<file path="src/rtl/lfsr_prbs_mon.sv">
// rtl/lfsr_prbs_mon.sv - self-synchronising PRBS monitor with HUNT/LOCKED tracking and saturating error counters
// Optional PRBS_MON_BER_EN adds the popcount-based err_bit_cnt; without it err_bit_cnt reads 0.
module lfsr_prbs_mon #(
    parameter int                    LFSR_WIDTH  = 31,
    parameter logic [LFSR_WIDTH-1:0] LFSR_POLY   = 31'h10000001,
    parameter string                 LFSR_CONFIG = "FIBONACCI",
    parameter int                    REVERSE     = 0,
    parameter int                    DATA_WIDTH  = 64,
    parameter int                    LOCK_COUNT  = 16,
    parameter int                    UNLOCK_ERRS = 8,
    parameter int                    CNT_WIDTH   = 32
) (
    input  logic                  clk,
    input  logic                  rst_n,
    input  logic                  data_valid,
    input  logic [DATA_WIDTH-1:0] data_in,
    input  logic                  clear_cnt,
    output logic [DATA_WIDTH-1:0] err_out,
    output logic                  err_valid,
    output logic                  locked,
    output logic [CNT_WIDTH-1:0]  err_word_cnt,
    output logic [CNT_WIDTH-1:0]  err_bit_cnt
);

    localparam int W       = LFSR_WIDTH;
    localparam int D       = DATA_WIDTH;
    localparam logic FIB_OK = (LFSR_CONFIG == "FIBONACCI");
    localparam int RUN_MAX = (LOCK_COUNT > UNLOCK_ERRS) ? LOCK_COUNT : UNLOCK_ERRS;
    localparam int RUN_W   = $clog2(RUN_MAX + 1);
    localparam logic [RUN_W-1:0] LOCK_LAST   = RUN_W'(LOCK_COUNT - 1);
    localparam logic [RUN_W-1:0] UNLOCK_LAST = RUN_W'(UNLOCK_ERRS - 1);
    localparam logic [CNT_WIDTH-1:0] CNT_MAX = '1;

    typedef enum logic {
        ST_HUNT   = 1'b0,
        ST_LOCKED = 1'b1
    } state_t;

    state_t                 state_q, state_d;
    logic [RUN_W-1:0]       run_q, run_d;
    logic [W-1:0]           hist_q, hist_d;
    logic [D-1:0]           err_out_q, err_out_d;
    logic                   err_valid_q, err_valid_d;
    logic [CNT_WIDTH-1:0]   err_word_cnt_q, err_word_cnt_d;

    // seq holds history (oldest at bit 0) followed by the current word in arrival order
    logic [W+D-1:0] seq;
    logic [D-1:0]   err_vec;
    logic [W-1:0]   hist_next;
    logic           pred_bit;
    logic           word_err;
    logic           count_en;

    always_comb begin
        seq = '0;
        seq[W-1:0] = hist_q;
        for (int j = 0; j < D; j++) begin
            seq[W+j] = (REVERSE != 0) ? data_in[D-1-j] : data_in[j];
        end
        err_vec  = '0;
        pred_bit = 1'b0;
        for (int j = 0; j < D; j++) begin
            pred_bit = 1'b0;
            for (int i = 0; i < W; i++) begin
                if (LFSR_POLY[i]) begin
                    pred_bit = pred_bit ^ seq[j+i];
                end
            end
            if (REVERSE != 0) begin
                err_vec[D-1-j] = seq[W+j] ^ (pred_bit & FIB_OK);
            end else begin
                err_vec[j] = seq[W+j] ^ (pred_bit & FIB_OK);
            end
        end
        hist_next = seq[W+D-1:D];
    end

    assign word_err = |err_vec;
    assign count_en = data_valid && (state_q == ST_LOCKED) && word_err;

    always_comb begin
        state_d        = state_q;
        run_d          = run_q;
        hist_d         = hist_q;
        err_out_d      = err_out_q;
        err_valid_d    = data_valid;
        err_word_cnt_d = err_word_cnt_q;
        if (data_valid) begin
            hist_d    = hist_next;
            err_out_d = err_vec;
            case (state_q)
                ST_HUNT: begin
                    if (word_err) begin
                        run_d = '0;
                    end else if (run_q == LOCK_LAST) begin
                        state_d = ST_LOCKED;
                        run_d   = '0;
                    end else begin
                        run_d = run_q + 1'b1;
                    end
                end
                default: begin
                    if (!word_err) begin
                        run_d = '0;
                    end else if (run_q == UNLOCK_LAST) begin
                        state_d = ST_HUNT;
                        run_d   = '0;
                    end else begin
                        run_d = run_q + 1'b1;
                    end
                end
            endcase
        end
        // clear wins over a coincident errored word
        if (clear_cnt) begin
            err_word_cnt_d = '0;
        end else if (count_en && (err_word_cnt_q != CNT_MAX)) begin
            err_word_cnt_d = err_word_cnt_q + 1'b1;
        end
    end

    always_ff @(posedge clk or negedge rst_n) begin
        if (!rst_n) begin
            state_q        <= ST_HUNT;
            run_q          <= '0;
            hist_q         <= '0;
            err_out_q      <= '0;
            err_valid_q    <= 1'b0;
            err_word_cnt_q <= '0;
        end else begin
            state_q        <= state_d;
            run_q          <= run_d;
            hist_q         <= hist_d;
            err_out_q      <= err_out_d;
            err_valid_q    <= err_valid_d;
            err_word_cnt_q <= err_word_cnt_d;
        end
    end

    assign err_out      = err_out_q;
    assign err_valid    = err_valid_q;
    assign locked       = (state_q == ST_LOCKED);
    assign err_word_cnt = err_word_cnt_q;

`ifdef PRBS_MON_BER_EN
    localparam int PC_W  = $clog2(D + 1);
    localparam int SUM_W = ((CNT_WIDTH > PC_W) ? CNT_WIDTH : PC_W) + 1;

    logic [PC_W-1:0]      err_pop;
    logic [SUM_W-1:0]     bit_sum;
    logic [CNT_WIDTH-1:0] err_bit_cnt_q, err_bit_cnt_d;

    always_comb begin
        err_pop = '0;
        for (int j = 0; j < D; j++) begin
            err_pop = err_pop + PC_W'(err_vec[j]);
        end
        bit_sum       = SUM_W'(err_bit_cnt_q) + SUM_W'(err_pop);
        err_bit_cnt_d = err_bit_cnt_q;
        if (clear_cnt) begin
            err_bit_cnt_d = '0;
        end else if (count_en) begin
            err_bit_cnt_d = (bit_sum > SUM_W'(CNT_MAX)) ? CNT_MAX : bit_sum[CNT_WIDTH-1:0];
        end
    end

    always_ff @(posedge clk or negedge rst_n) begin
        if (!rst_n) begin
            err_bit_cnt_q <= '0;
        end else begin
            err_bit_cnt_q <= err_bit_cnt_d;
        end
    end

    assign err_bit_cnt = err_bit_cnt_q;
`else
    assign err_bit_cnt = '0;
`endif

endmodule

</file>
<file path="config.mk">
export PLATFORM = sky130hd
export DESIGN_NAME = lfsr_prbs_mon
export DESIGN_NICKNAME = d
export VERILOG_FILES = /design/src/rtl/lfsr_prbs_mon.sv
export SDC_FILE = /design/constraint.sdc
export NUM_CORES = 1
export LEC_CHECK = 0
export ABC_AREA = 0
export CORE_UTILIZATION = 45
export DETAILED_ROUTE_END_ITERATION = 8
export GPL_TIMING_DRIVEN = 0
export PLACE_DENSITY = 0.8
export SLEW_MARGIN = 0
export SYNTH_ARGS = -nofsm -noshare
export SYNTH_HDL_FRONTEND = slang
export SYNTH_SLANG_ARGS = --single-unit
export TNS_END_PERCENT = 50
</file>
<file path="constraint.sdc">
create_clock -name clk -period 2.98 [get_ports clk]
set_clock_uncertainty 0.15 [all_clocks]
set_input_delay 0.298 -clock clk [delete_from_list [all_inputs] [get_ports clk]]
set_output_delay 0.298 -clock clk [all_outputs]
set_load 0.02 [all_outputs]
</file>
==> impl_metrics.ini <==
[floorplanning]
die_area_um2 = 17700
io_pins = 198
die_w_um = 133
row_count = 47
die_h_um = 133
start_util = 0.463
core_area_um2 = 16600

[setup_path]
worstSetupPathType = input port to flip-flop
path_cells = clkdlybuf4s50_1 > xor3_1 > nor4_4 > nand4_1 > or4_4 > or4_4 > a2111oi_4 > a211o_1
crit_top_cell = or4_4
critPathMaxStageDelay_ns = 0.56
cp_slowest_cell = clkdlybuf4s50_1
startpoint_type = input port
r2r_cells = 7
crit_family = simple AND/OR/NAND/NOR gates
arrival_ns = 3.25
crit_fanout = 4
cp.depth = 8
required_ns = 3.18
end_kind = flip-flop
path_buf_inv = 1

[drt]
ant_nets = 0
vias_per_cell = 5.39
totalWireLength_um = 21200
post_drt_wl_per_cell_um = 19.9
firstDrtPassIters = 7
initialDrtViolationCount = 264
num_vias = 5736
drt_drc_violations_left = 0

[yosys]
synthCells = 606
ys_warn_count = 0
avgSynthCellArea_um2 = 12.7
ys_ff_latch = 134
synth_cell_type_count = 47
synthArstFlopShare = 1.00
synth_area_um2 = 7710
synth-seq-area-share = 0.435
synth_edf_count = 0
yosys_most_used_dff = dfrtp_1

[sta]
timing.fmax_mhz = 328
tightest_slew_ns = 0.914
setup_slack_ns = -0.0700
hold_violations = 0
setup_viol = 13
finalCritPeriodShare = 1.02
slew_headroom = 0.386
maxSlewViolCount = 0
rsz0062_at_grt = yes
finalCriticalPeriod_ns = 3.05
setup_tns_ns = -0.356

[final_layout]
nFillCells = 1248
insertedDiodeCount = 0
area_delta_synth_final_pct = 39.2
layout_commonest_cell = clkdlybuf4s50_1
num-nets-final = 907
drive_gt1_frac = 0.275
final_cell_mix = 135 x clkdlybuf4s50_1, 133 x dfrtp_1, 104 x mux2_2, 45 x buf_4, 34 x xor3_1

[grt]
antenna_found_initial = 0
grt_max_degree = 71
grt_use_total = 0.244
grt_pass1_vias = 5814
grt_overflow = 0
grt_pass1_wl_um = 32300

[clock_network]
clk_path_buf_depth = 2
h-tree-depth = 4
cts_tree = built
cts_made_buffers = 17
cts.sinks = 134
cts.clk_slew.worst_paths_ns = 0.05
clkLatencyLatePin_ns = 0.42
root_buffer = clkbuf_16

[power]
power.leakage_nw = 4.72
p_per_area_nw_per_um2 = 537
total_power_mw = 5.77
peakVddDrop_uv = 458

[min_path]
worstHoldPathType = input port to flip-flop
hold_depth = 2

[job]
cap_violations = 0

[run_status]
status = complete, but fails checks
failed_checks = negative setup slack

[place]
gp_congestion = 0.869
io_buffers = 164
dp_hpwl_um = 15200
dp_slack_ns = -0.910
cells by family (layout without fill, tap and decap cells):
logic type / after synthesis / count (layout) / synth area share
compound gates: 46 / 46 / 0.0388
xor+xnor: 80 / 80 / 0.185
fa+ha+maj: 4 / 4 / 0.00649
other cells: 1 / 32 / 0.000486
mux: 115 / 115 / 0.168
buf+inv: 66 / 274 / 0.0501
simple gates: 160 / 160 / 0.117
flops: 134 / 134 / 0.435
layout make-up:
type / instances / area [µm²] / area share
plain buffers: 59 / 402 / 0.0374
clock buffers: 25 / 485 / 0.0452
clock inverters: 4 / 23.8 / 0.00221
inverters: 7 / 26.3 / 0.00245
multi-input cells: 437 / 4370 / 0.407
flip-flops and latches: 134 / 3350 / 0.312
well taps: 220 / 275 / 0.0256
repair buffers: 179 / 1800 / 0.168
cells in the mapped netlist (2+ instances only):
cell type / instances / area (µm²)
a21oi_1: 18 / 90.1
a22o_1: 2 / 17.5
and3_1: 4 / 25.0
and3b_1: 2 / 17.5
buf_2: 3 / 15.0
buf_4: 36 / 270
clkbuf_1: 20 / 75.1
dfrtp_1: 134 / 3350
ha_1: 4 / 50.1
inv_1: 7 / 26.3
mux2_1: 9 / 101
mux2_2: 104 / 1170
mux2i_1: 2 / 20.0
nand2_1: 17 / 63.8
nand2b_1: 3 / 18.8
nand3_1: 17 / 85.1
nand3b_1: 2 / 15.0
nand4_1: 9 / 56.3
nor2_1: 28 / 105
nor2b_1: 18 / 113
nor3_1: 11 / 55.1
nor3b_1: 2 / 15.0
nor4_1: 23 / 144
o21ai_0: 6 / 30.0
o31ai_1: 10 / 75.1
or3_1: 4 / 25.0
or4_1: 14 / 105
or4_4: 2 / 22.5
xnor2_1: 19 / 166
xor2_1: 12 / 105
xor3_1: 48 / 1140
timing repair:
item	CTS	global route
endpoints found under the setup margin	36	36
buffers inserted	9	2
pin swaps	30	11
hold endpoints to repair	64	0
gates resized for setup	62	42
cloned	0	2
hold buffers	1	0
final timing paths:
path                             startpoint               to  slack, ns
max in group asynchronous             rst_n  err_word_cnt[9]       1.60
worst max register to register    hist_q[1]         run_q[3]      -0.06
worst max-delay path            data_in[47]         run_q[3]      -0.07
min in group asynchronous             rst_n       err_out[7]       0.29
worst min register to register  err_out[56]      err_out[56]       0.35
worst min-delay path            data_in[38]        hist_q[5]       0.12
flip-flops by register name, summed over array words and instances, names as in the netlist:
signal	count
locked	1
err_word_cnt	32
run_q	5
err_valid	1
err_out	64
hist_q	31
routing by layer:
| metal | GRT usage | wire (µm) |
|---|---|---|
| met3 | 0.0540 | 1730 |
| met4 | 0.0996 | 575 |
| met1 | 0.296 | 8200 |
| met5 | 0 | 0 |
| met2 | 0.420 | 10700 |
metrics by stage:
stage	std cells	cell area, µm²	hold WS (ns)	utilization
after CTS	1061	10500	0.202	0.631
after global routing	1065	10700	0.112	0.645
final	1065	10700	0.117	0.645
after detailed placement	1022	9780	0.181	0.588
after global placement	1021	9750	0.339	0.586
after floorplan	637	7840	-0.148	-
power breakdown:
| group | switching (mW) | total (mW) | leakage [nW] | internal, mW |
|---|---|---|---|---|
| registers | 0.137 | 2.20 | 1.65 | 2.06 |
| logic | 0.815 | 1.72 | 2.82 | 0.902 |
| clock network | 0.743 | 1.85 | 0.253 | 1.11 |
| total | 1.70 | 5.77 | 4.72 | 4.08 |
(Power assumes the default switching activity.)
